$ cat src/rtl/decode_queue.sv
// decode_queue: multi-lane decode stage feeding a circular buffer of decoded instructions
module decode_queue #(
  parameter int DEPTH = 8,
  parameter int IN_W = 2
) (
  input  logic                    clk,
  input  logic                    rst,
  input  logic [IN_W-1:0]         in_valid,
  input  logic [32*IN_W-1:0]      in_instr,
  output logic                    in_ready,
  input  logic                    flush,
  output logic                    out_valid,
  input  logic                    out_ready,
  output logic [31:0]             out_instr,
  output logic [5:0]              out_ctrl,
  output logic [1:0]              out_aluop,
  output logic [1:0]              out_lwsw,
  output logic                    out_jump,
  output logic                    out_illegal,
  output logic [$clog2(DEPTH):0]  count
);
  localparam int PW = $clog2(DEPTH);
  localparam int CW = PW + 1;
  localparam int EW = 44;
  function automatic logic [11:0] decode(input logic [6:0] op);
    case (op)
      7'b0110011: decode = 12'b100000_10_00_0_0;
      7'b0010011: decode = 12'b110000_10_00_0_0;
      7'b0000011: decode = 12'b110101_00_10_0_0;
      7'b0100011: decode = 12'b010010_00_01_0_0;
      7'b1100011: decode = 12'b001000_01_00_0_0;
      7'b0110111,
      7'b0010111: decode = 12'b110000_11_00_0_0;
      7'b1101111: decode = 12'b100000_00_00_1_0;
      7'b1100111: decode = 12'b110000_00_00_1_0;
      default:    decode = 12'b000000_00_00_0_1;
    endcase
  endfunction
  logic [EW-1:0] mem_q [DEPTH];
  logic [EW-1:0] mem_d [DEPTH];
  logic [PW-1:0] head_q, head_d, tail_q, tail_d, slot;
  logic [CW-1:0] count_q, count_d, enq_n;
  logic          deq;
  logic [EW-1:0] head_e;
  assign in_ready  = count_q <= CW'(DEPTH - IN_W);
  assign out_valid = count_q != '0;
  assign count     = count_q;
  assign deq       = out_valid && out_ready;
  assign head_e    = out_valid ? mem_q[head_q] : '0;
  assign {out_instr, out_ctrl, out_aluop, out_lwsw, out_jump, out_illegal} = head_e;
  // compact valid lanes into consecutive slots from the tail, decoding on the way in
  always_comb begin
    mem_d = mem_q;
    enq_n = '0;
    slot  = tail_q;
    for (int k = 0; k < IN_W; k++) begin
      if (in_ready && in_valid[k]) begin
        mem_d[slot] = {in_instr[32*k +: 32], decode(in_instr[32*k +: 7])};
        slot        = slot + PW'(1);
        enq_n       = enq_n + CW'(1);
      end
    end
    head_d  = flush ? '0 : head_q + PW'(deq);
    tail_d  = flush ? '0 : slot;
    count_d = flush ? '0 : count_q + enq_n - CW'(deq);
  end
  // pointer and occupancy registers
  always_ff @(posedge clk) begin
    if (rst) begin
      head_q  <= '0;
      tail_q  <= '0;
      count_q <= '0;
    end else begin
      head_q  <= head_d;
      tail_q  <= tail_d;
      count_q <= count_d;
    end
  end
  // entry storage needs no reset; occupancy gates every read
  always_ff @(posedge clk) begin
    mem_q <= mem_d;
  end
endmodule

$ cat config.mk
export PLATFORM = sky130hd
export DESIGN_NAME = decode_queue
export DESIGN_NICKNAME = d
export VERILOG_FILES = /design/src/rtl/decode_queue.sv
export SDC_FILE = /design/constraint.sdc
export NUM_CORES = 1
export LEC_CHECK = 0
export CORE_MARGIN = 3
export CORE_UTILIZATION = 49
export CTS_BUF_LIST = sky130_fd_sc_hd__clkbuf_16
export DETAILED_ROUTE_END_ITERATION = 6
export PLACE_DENSITY = 0.68
export SLEW_MARGIN = 25
export SYNTH_ARGS = -nofsm -noshare
export SYNTH_HDL_FRONTEND = slang
export SYNTH_SLANG_ARGS = --single-unit
$ cat constraint.sdc
create_clock -name clk -period 8.15 [get_ports clk]
set_input_delay 0.815 -clock clk [delete_from_list [all_inputs] [get_ports clk]]
set_output_delay 0.815 -clock clk [all_outputs]
set_load 0.005 [all_outputs]
==> impl_metrics.json <==
{
  "max_freq_mhz": 226,
  "post-route-period-util": 0.542,
  "grt_pass1_wl_um": 78200,
  "numPlacedInstances": 2082,
  "rows": 71,
  "cp.arrival_ns": 3.61,
  "cts_tree": "done",
  "drtAntennaViolNets": 0,
  "syn-instance-count": 1559,
  "hpwl_um": 29200,
  "drt-total-wl_um": 50000,
  "die_w_um": 204,
  "clockBufferDepth": 3,
  "whs_path_depth": 2,
  "max_cap_violations": 0,
  "postCtsHoldBufs": 0,
  "met1_length_um": 22400,
  "ys_ff_latch": 362,
  "status": "finished, violations left",
  "routed.top_layer": "met5",
  "grt_usage": 0.240,
  "dr.pass1.iters": 7,
  "yosys_warnings": 0,
  "post_cts.repair.setup_buffers": 0,
  "numCtsBuffers": 40,
  "rr_worst_depth": 8,
  "tns_ns": 0,
  "critical_path_class": "reg -> out",
  "cts-root-buf": "clkbuf_16",
  "vias": 12900,
  "clock_skew_ns": 0.0101,
  "drt-initial-drc-count": 659,
  "core_um2": 38000,
  "hp-class": "reg -> reg",
  "grt_start_max_net_pins": 46,
  "r2r_start": "count[3]",
  "antenna_found_initial": 1,
  "wl_met2_um": 24300,
  "final_common_cell": "mux2_2",
  "drive_above_1_share": 0.377,
  "fin_crit_ns": 4.42,
  "ir_drop_mv": 0.177,
  "hold_start": "mem_q[47]",
  "gp_congestion": 0.779,
  "fin_ws_ns": 3.73,
  "ioPinCount": 120,
  "synth_edf_count": 0,
  "rr_endpoint": "mem_q[175]",
  "hold_viol_final": 0,
  "violations": "design-rule violations",
  "cts_max_level": 2,
  "hold_path_end": "mem_q[47]",
  "clock_latency_ns": 0.53,
  "nFillCells": 3258,
  "instances_no_fill": 2155,
  "finalNetCount": 1698,
  "wl_met3_um": 2480,
  "yosysUniqueCellTypes": 47,
  "final_area_um2": 21800,
  "cellPowerDensity_nw_per_um2": 297,
  "worstMarginPinSlew_ns": 1.08,
  "placed_cell_area_um2": 20500,
  "die_y_um": 204,
  "finish.utilization": 0.573,
  "synth.avg_cell_area_um2": 12.3,
  "p_leak_uw": 0.00819,
  "synth_ff_type": "dfxtp_1",
  "finalMaxSlewViolations": 0,
  "ys_seq_area_frac": 0.379,
  "syn2layout_area_growth_pct": 13.9,
  "synthesis.nets": 1642,
  "r2r_slack_ns": 4.17,
  "final_cell_mix": "mux2_2, dfxtp_1, mux2i_1, clkdlybuf4s50_1, mux4_2",
  "pre_cts_ws_ns": 3.81,
  "crit_path_max_fanout": 45,
  "grt_pass1_vias": 13400,
  "route.detailed.drc": 1,
  "synthesis.area_um2": 19100,
  "start_util": 0.503,
  "cts_resized": 0,
  "worstSetupEndpointType": "output pin",
  "vias_per_cell": 5.97,
  "cp.required_ns": 7.34,
  "worst_setup_path_start_kind": "register",
  "setup_viol": 0,
  "avgRoutedWirePerCell_um": 23.2,
  "rsz0062_at_grt": "false",
  "path_clk_slew_ns": 0.06,
  "die_area_um2": 41400,
  "place.port_buffers": 119,
  "cts_sinks": 362,
  "async_flop_share": 0,
  "slew-limit-headroom": 0.280,
  "overflow": 0
}
==> flip-flops by register name, summed over array words and instances, names as in the netlist <==
signal  cells
mem_q     352
head_q      3
count       4
tail_q      3
==> cell type report <==
type | instances | area (um2) | share of cell area
Clock buffer | 41 | 1030 | 0.0471
Timing Repair Buffer | 143 | 1390 | 0.0639
Antenna cell | 1 | 2.50 | 0.000115
Tap cell | 511 | 639 | 0.0294
Sequential cell | 362 | 7260 | 0.333
Multi-Input combinational cell | 1051 | 11200 | 0.514
Clock inverter | 29 | 203 | 0.00931
Inverter | 17 | 63.8 | 0.00293
==> cell usage after synthesis, drive strengths merged, types with 2 or more instances <==
master / n / area [um2]
inv: 17 / 63.8
mux2i: 212 / 2120
xor2: 2 / 17.5
xnor2: 3 / 26.3
buf: 67 / 408
nor3: 18 / 90.1
dfxtp: 362 / 7250
ha: 12 / 150
a21oi: 48 / 240
a211oi: 6 / 45.0
nor2: 76 / 325
or2: 10 / 62.6
nor3b: 2 / 15.0
nand2: 16 / 60.1
a31oi: 5 / 31.3
mux2: 488 / 5570
o21ai: 19 / 95.1
nor4: 4 / 25.0
nand4: 4 / 25.0
mux4: 88 / 1980
clkbuf: 62 / 234
nand2b: 8 / 50.1
nand3: 5 / 25.0
nor2b: 3 / 18.8
a21bo: 2 / 20.0
and2: 5 / 31.3
a21o: 2 / 15.0
nand4b: 3 / 26.3
or4: 2 / 18.8
==> stage by stage <==
step / power, uW / hold slack [ns]
2_1_floorplan: 4060 / 0.491
3_3_place_gp: 4690 / 0.504
3_5_place_dp: 4780 / 0.516
4_1_cts: 6520 / 0.532
5_1_grt: 6830 / 0.553
6_report: 6460 / 0.523
==> cells by family (layout without fill, tap and decap cells) <==
| kind of cell | after synthesis | after routing | share of synthesized area |
|---|---|---|---|
| AND/OR/NAND/NOR | 159 | 159 | 0.0417 |
| buffers and inverters | 146 | 230 | 0.0369 |
| flip-flops | 362 | 362 | 0.379 |
| multiplexers | 788 | 788 | 0.506 |
| AO/OA/AOI/OAI | 86 | 86 | 0.0249 |
| adder cells (fa/ha/maj) | 13 | 13 | 0.00890 |
| other | 0 | 1 | 0 |
| XOR/XNOR | 5 | 5 | 0.00229 |
==> routing by layer <==
layer / vias to the layer above / track usage
met2: 326 / 0.411
met3: 77 / 0.0389
met4: 2 / 0.0504
li1: 5903 / -
met1: 6548 / 0.322
met5: - / 0
==> critical path: stages (launching register included) <==
cell             delay [ns]
dfxtp_4                0.72
buf_12                 0.29
buf_6                  0.59
mux4_2                 0.58
mux2i_1                0.29
nor2_1                 0.08
clkdlybuf4s50_1        0.46
==> power by group <==
group	leakage [uW]	internal (uW)	switching (uW)
registers	0.00299	2300	259
clock network	0.000642	1000	723
logic	0.00455	1340	832
total	0.00818	4640	1810
==> how the worst max path moves through the flow <==
| stage | slack (ns) | to | from | cells after the start |
|---|---|---|---|---|
| detailed placement | 3.81 | mem_q[33] | in_valid[0] | 7 |
| floorplan | 5.23 | count[2] | count[3] | 15 |
| finish | 3.73 | out_instr[23] | head_q[0] | 6 |
| global route | 3.48 | out_instr[23] | head_q[0] | 6 |
| global placement | 3.85 | out_instr[23] | head_q[0] | 5 |
| CTS | 3.28 | out_instr[23] | head_q[0] | 5 |
Power figures use the tool's default switching activity.
